<file path="config.mk">
export PLATFORM = sky130hd
export DESIGN_NAME = pipelined_cla_adder
export DESIGN_NICKNAME = d
export VERILOG_FILES = /design/src/rtl/cla_pkg.sv /design/src/rtl/cla_group.sv /design/src/rtl/pipelined_cla_adder.sv
export SDC_FILE = /design/constraint.sdc
export NUM_CORES = 1
export LEC_CHECK = 0
export ABC_AREA = 1
export CORE_MARGIN = 3
export CORE_UTILIZATION = 48
export DETAILED_ROUTE_END_ITERATION = 8
export HOLD_SLACK_MARGIN = 0.1
export PLACE_DENSITY = 0.77
export RECOVER_POWER = 50
export SKIP_LAST_GASP = 1
export SLEW_MARGIN = 20
export SYNTH_ARGS = -nofsm -noshare
export SYNTH_HDL_FRONTEND = slang
export SYNTH_SLANG_ARGS = --single-unit
</file>
<file path="constraint.sdc">
create_clock -name clk -period 2.1 [get_ports clk]
set_input_delay 0.42 -clock clk [delete_from_list [all_inputs] [get_ports clk]]
set_output_delay 0.42 -clock clk [all_outputs]
set_load 0.01 [all_outputs]
</file>
<file path="src/rtl/cla_pkg.sv">
// cla_pkg: shared constants and helpers for the pipelined carry-lookahead adder.
//   CLA_WIDTH / CLA_GROUP : default operand width and lookahead group size
//   cla_num_groups()      : pipeline depth NG = WIDTH / GROUP (1 for degenerate sizes)
//   pg_t, cla_pg()        : per-bit propagate / generate pair
//   cla_pg_merge()        : combine a higher (p,g) span with a lower one
package cla_pkg;

  localparam int unsigned CLA_WIDTH = 16;
  localparam int unsigned CLA_GROUP = 4;

  typedef struct packed {
    logic p;
    logic g;
  } pg_t;

  // Degenerate sizes return 1 so array declarations stay legal while the
  // elaboration check in the top reports the bad configuration.
  function automatic int unsigned cla_num_groups(input int unsigned width,
                                                 input int unsigned group);
    if (group == 0) return 1;
    if ((width / group) == 0) return 1;
    return width / group;
  endfunction

  // Propagate is the XOR form so it doubles as the half-sum for the sum bit.
  function automatic pg_t cla_pg(input logic a, input logic b);
    pg_t r;
    r.p = a ^ b;
    r.g = a & b;
    return r;
  endfunction

  function automatic pg_t cla_pg_merge(input pg_t hi, input pg_t lo);
    pg_t r;
    r.p = hi.p & lo.p;
    r.g = hi.g | (hi.p & lo.g);
    return r;
  endfunction

endpackage

</file>
<file path="src/rtl/cla_group.sv">
// cla_group: combinational GROUP-bit carry-lookahead block.
//   a_i, b_i : group operand bits
//   c_i      : carry into the group
//   s_o      : group sum bits
//   c_o      : carry out of the group
// Every internal carry is formed from the prefix (P,G) of the bits below it
// and c_i directly, so no carry ripples from bit to bit.
module cla_group
  import cla_pkg::*;
#(
  parameter int unsigned GROUP = CLA_GROUP
) (
  input  logic [GROUP-1:0] a_i,
  input  logic [GROUP-1:0] b_i,
  input  logic             c_i,
  output logic [GROUP-1:0] s_o,
  output logic             c_o
);

  pg_t             pg  [GROUP];
  pg_t             acc;
  logic [GROUP:0]  c;

  always_comb begin
    for (int i = 0; i < GROUP; i++) pg[i] = cla_pg(a_i[i], b_i[i]);
    c    = '0;
    c[0] = c_i;
    acc  = '{p: 1'b1, g: 1'b0};
    for (int i = 0; i < GROUP; i++) begin
      acc      = cla_pg_merge(pg[i], acc);
      c[i + 1] = acc.g | (acc.p & c_i);
    end
    s_o = '0;
    for (int i = 0; i < GROUP; i++) s_o[i] = pg[i].p ^ c[i];
    c_o = c[GROUP];
  end

endmodule

</file>
<file path="src/rtl/pipelined_cla_adder.sv">
// pipelined_cla_adder: WIDTH-bit adder/subtractor built from NG = WIDTH/GROUP
// carry-lookahead groups, one group resolved per pipeline stage.
//   clk, rst            : clock (rising edge), synchronous active-high reset
//   in_valid / in_ready : operand handshake (in_ready is combinational, never
//                         depends on in_valid)
//   a, b, cin, sub      : operands; sub=1 computes a + ~b + ~cin = a - b - cin
//   out_valid/out_ready : result handshake
//   sum, cout           : result and carry-out (NOT borrow when subtracting)
//   ovf                 : signed overflow, only when CLA_OVF_FLAG_EN is defined
// Optional feature macro: CLA_OVF_FLAG_EN adds the ovf port and its register.
// Latency is NG cycles; one global advance enable stalls every stage together.
module pipelined_cla_adder
  import cla_pkg::*;
#(
  parameter int unsigned WIDTH = CLA_WIDTH,
  parameter int unsigned GROUP = CLA_GROUP
) (
  input  logic             clk,
  input  logic             rst,
  input  logic             in_valid,
  output logic             in_ready,
  input  logic [WIDTH-1:0] a,
  input  logic [WIDTH-1:0] b,
  input  logic             cin,
  input  logic             sub,
  output logic             out_valid,
  input  logic             out_ready,
  output logic [WIDTH-1:0] sum,
  output logic             cout
`ifdef CLA_OVF_FLAG_EN
  ,
  output logic             ovf
`endif
);

  localparam int unsigned NG = cla_num_groups(WIDTH, GROUP);

  if (GROUP < 1) begin : g_chk_group
    $error("pipelined_cla_adder: GROUP must be at least 1");
  end else if ((WIDTH % GROUP) != 0) begin : g_chk_width
    $error("pipelined_cla_adder: WIDTH must be a multiple of GROUP");
  end

  logic adv;

  // Stage register outputs, indexed by stage; element k feeds stage k+1.
  logic [WIDTH-1:0] stg_a   [NG];
  logic [WIDTH-1:0] stg_b   [NG];
  logic [WIDTH-1:0] stg_sum [NG];
  logic             stg_c   [NG];
  logic             stg_vld [NG];

  assign out_valid = stg_vld[NG-1];
  assign sum       = stg_sum[NG-1];
  assign cout      = stg_c[NG-1];
  assign adv       = ~out_valid | out_ready;
  assign in_ready  = adv;

  for (genvar k = 0; k < NG; k++) begin : g_stage
    localparam logic [WIDTH-1:0] GMASK =
      ((WIDTH'(1) << GROUP) - WIDTH'(1)) << (k * GROUP);

    logic [WIDTH-1:0] a_s, b_s, sum_s, sum_d;
    logic             c_s, vld_s;
    logic [GROUP-1:0] gsum;
    logic             gco;

    // Stage k input: stage 0 takes the ports (b and cin inverted for
    // subtraction), later stages take the previous stage's registers.
    if (k == 0) begin : g_src
      assign a_s   = a;
      assign b_s   = sub ? ~b : b;
      assign c_s   = cin ^ sub;
      assign sum_s = '0;
      assign vld_s = in_valid;
    end else begin : g_src
      assign a_s   = stg_a[k-1];
      assign b_s   = stg_b[k-1];
      assign sum_s = stg_sum[k-1];
      assign c_s   = stg_c[k-1];
      assign vld_s = stg_vld[k-1];
    end

    cla_group #(
      .GROUP (GROUP)
    ) u_grp (
      .a_i (GROUP'(a_s >> (k * GROUP))),
      .b_i (GROUP'(b_s >> (k * GROUP))),
      .c_i (c_s),
      .s_o (gsum),
      .c_o (gco)
    );

    // Lower groups already resolved pass through; this group's bits are merged in.
    always_comb begin
      sum_d = (sum_s & ~GMASK) | (WIDTH'(gsum) << (k * GROUP));
    end

    // Stage k register boundary.
    if (k < NG - 1) begin : g_reg
      logic [WIDTH-1:0] a_q, b_q, sum_q;
      logic             c_q, vld_q;

      always_ff @(posedge clk) begin
        if (rst) vld_q <= 1'b0;
        else if (adv) vld_q <= vld_s;
      end

      always_ff @(posedge clk) begin
        if (adv) begin
          a_q   <= a_s;
          b_q   <= b_s;
          sum_q <= sum_d;
          c_q   <= gco;
        end
      end

      assign stg_a[k]   = a_q;
      assign stg_b[k]   = b_q;
      assign stg_sum[k] = sum_q;
      assign stg_c[k]   = c_q;
      assign stg_vld[k] = vld_q;
    end else begin : g_reg
      // Output stage: result registers are architecturally visible, so they reset.
      logic [WIDTH-1:0] sum_q;
      logic             c_q, vld_q;

      always_ff @(posedge clk) begin
        if (rst) begin
          vld_q <= 1'b0;
          sum_q <= '0;
          c_q   <= 1'b0;
        end else if (adv) begin
          vld_q <= vld_s;
          sum_q <= sum_d;
          c_q   <= gco;
        end
      end

      assign stg_a[k]   = '0;
      assign stg_b[k]   = '0;
      assign stg_sum[k] = sum_q;
      assign stg_c[k]   = c_q;
      assign stg_vld[k] = vld_q;

`ifdef CLA_OVF_FLAG_EN
      logic ovf_d, ovf_q;

      // Operand MSBs reach this stage through the skew registers.
      assign ovf_d = (a_s[WIDTH-1] == b_s[WIDTH-1]) & (sum_d[WIDTH-1] != a_s[WIDTH-1]);

      always_ff @(posedge clk) begin
        if (rst) ovf_q <= 1'b0;
        else if (adv) ovf_q <= ovf_d;
      end

      assign ovf = ovf_q;
`endif
    end
  end

endmodule
</file>
==> results of run 1 <==
cells by family (layout without fill, tap and decap cells):
family,after synthesis,after routing,share of synthesized area [%]
AOI/OAI and AO/OA,31,31,4.27
DFF,96,96,70.2
buffers and inverters,34,108,3.75
xor gates and xnor gates,26,26,6.67
and+or+nand+nor,68,68,7.76
adders and majority gates,20,20,7.36
stage by stage:
stage | util, % | worst slack [ns] | hold WS (ns) | power (mW) | instance area [µm²]
after floorplan | - | 0.0914 | 0.400 | 2.95 | 3810
after detailed placement | 60.5 | -0.205 | 0.405 | 3.30 | 4530
after CTS | 63.0 | 0.0313 | 0.421 | 4.41 | 4720
after global placement | 60.5 | -0.112 | 0.402 | 3.25 | 4530
after global routing | 62.9 | 0.0306 | 0.433 | 4.60 | 4710
final | 62.9 | 0.0778 | 0.418 | 4.35 | 4710
layout make-up:
cell class / count / area [µm²] / share of cell area, %
sequential: 96 / 2670 / 56.8
multi-input combinational: 145 / 992 / 21.1
timing repair buffer: 65 / 628 / 13.3
clock buffer: 10 / 128 / 2.71
tap: 99 / 124 / 2.63
inverter: 27 / 103 / 2.18
clock inverter: 6 / 58.8 / 1.25
routing by layer:
metal | up-vias | track usage [%] | part of all wire, %
met5 | - | 0 | 0
met4 | 0 | 7.69 | 2.0
met3 | 8 | 3.16 | 5.8
met2 | 63 | 19.7 | 47
met1 | 911 | 14.9 | 45
li1 | 1073 | - | -
cells in the final DEF, fill, tap and decap left out, types with 13 or more instances in the layout:
cell	n
inv_1	26
edfxtp_1	75
ha_1	16
nand2_1	23
clkdlybuf4s50_1	43
dlygate4sd3_1	13
dfxtp_1	21
xor2_1	22
nor2_1	32
o21ai_0	18
how the worst min path moves through the flow:
stage          cells after the start                       from                        end  slack, ns
2_1_floorplan                      0   g_stage[0].g_reg.a_q[10]   g_stage[1].g_reg.a_q[10]       0.40
3_3_place_gp                       0   g_stage[0].g_reg.a_q[10]   g_stage[1].g_reg.a_q[10]       0.40
3_5_place_dp                       0  g_stage[0].g_reg.sum_q[3]  g_stage[1].g_reg.sum_q[3]       0.40
4_1_cts                            0  g_stage[1].g_reg.sum_q[1]  g_stage[2].g_reg.sum_q[1]       0.42
5_1_grt                            0  g_stage[0].g_reg.sum_q[3]  g_stage[1].g_reg.sum_q[3]       0.43
6_report                           0  g_stage[1].g_reg.sum_q[1]  g_stage[2].g_reg.sum_q[1]       0.42
flip-flops by register name, summed over array words and instances (netlist names):
name and count:
g_stage.g_reg.c_q 3, sum 16, g_stage.g_reg.vld_q 3, g_stage.g_reg.a_q 24, cout 1, g_stage.g_reg.sum_q 24
out_valid 1, g_stage.g_reg.b_q 24
worst register-to-register path, delay by kind of cell (launching register included):
kind / cells / cell delay [ns]
buffers and inverters: 4 / 0.79
and+or+nand+nor: 3 / 0.34
DFF: 1 / 0.32
report_power, final:
part	total [mW]	switching [mW]	leakage [nW]	internal, mW
registers	2.55	0.108	0.968	2.44
logic	0.679	0.314	0.900	0.365
clock network	1.12	0.572	0.0917	0.545
==> metrics.txt, run 1 <==
status=completed; Worst R2R Setup Slack=0.56 ns; final hold violations=0; Min-Delay Path Class=reg2reg; r2r worst-path depth=7; ys async rst share=0%; via count=2055; final wirelength=5080 µm; total gr overflow=0; cts repair resizes=0; Mapped Area=0.00381 mm²; GRT Util Overall=12.3%; worst-skew pair later-pin latency=0.34 ns; Total Nets Final=402; non-filler instance count after layout=448; CTS max path bufs=2; share of the synthesized area in the top cell type=59.2%; top cells by count, synth=edfxtp_1 (75), nor2_1 (32), inv_1 (26); DRT antenna net count=0; clk sinks=96; sequential fraction of the synthesis area=70.2%; clk root buf=clkbuf_8; Yosys cell types=28; crit end category=output port; share of cells above drive strength 1=8.02%; fill cell count=571; synthesized netlist cell count=275; vertical die dimension=95.1 µm; vias in the first global route=1945; synthesized area per cell=13.8 µm²; Die W=95.1 µm; critical path class=in2out; 1st-iter DRT viols=93; first-pass GRT wire length=8400 µm; CTS tree=done; Initial Util=50.9%; Reg clk slew, reported paths=0.08 ns; max incr delay on CP=0.48 ns; fmax=0.495 GHz; RR Endpoint=sum[15]; RR Startpoint=out_valid; ANT cells=0; PD cells=924 mW/mm²; Port Buffers=56; WP depth=4; CP cell instances=clkdlybuf4s50_1, nor2_4, clkinv_2, clkdlybuf4s50_1; RSZ-0062 raised after global routing=false; DRT Pass-1 Iters=4; die area=0.00904 mm²; post-CTS setup buffer count=0; leading cell type by number of instances after synthesis=edfxtp_1; Final Setup Violations=0; slowest stage cell, crit path=clkdlybuf4s50_1; worst setup path end=in_ready; Area growth syn-to-layout=23.6%; Via density=4.59; largest area contributor in the netlist=edfxtp_1; cell mode on critical path=clkdlybuf4s50_1; total number of yosys warnings=0; placed insts=432; IO Count=57; Worst EP required=1.68 ns; Critical Path Fanout Max=2; CORE AREA=0.00749 mm²; crit start category=input port; top post-synthesis cells by area=edfxtp_1 (59%), dfxtp_1 (11%), ha_1 (5.3%); Synthesized Nets=333; std cell rows=31; Crit path max-delay family=buffers and inverters; largest net degree at the start of global routing=99; VDD IR-drop max=345 µV; Avg WL per Cell=11.3 µm; RePlAce Congestion=0.804; fin crit period=2.02 ns; Leak=1.96 nW; Relative slew margins=48.2%; critical path arrival=1.60 ns; CP startpoint=out_ready; TNS Setup=0 ns; clock buffers created by TritonCTS=9; worst clock skew=0.0111 ns; final period utilization=96.3%; FF+latch count, synth=96; CTS HTree Levels=3; initial antenna violation count=0; number of synthesized flops with an enable pin=75; Primary FF master, synth=edfxtp_1; Worst Tran Pin Value=0.777 ns; Post-DP HPWL=3650 µm; buffers plus inverters on the worst setup path=3; max cap viols=0; CTS Hold Bufs=0; Final Max Slew Viols=0; # DRC=0
No activity file was read; power rests on OpenSTA's default activity.
==> run 2, diff against run 1 <==
- GPL_ROUTABILITY_DRIVEN: unset -> 0
==> results of run 2 <==
Final layout, timing and power as in run 1 (identical DEF).
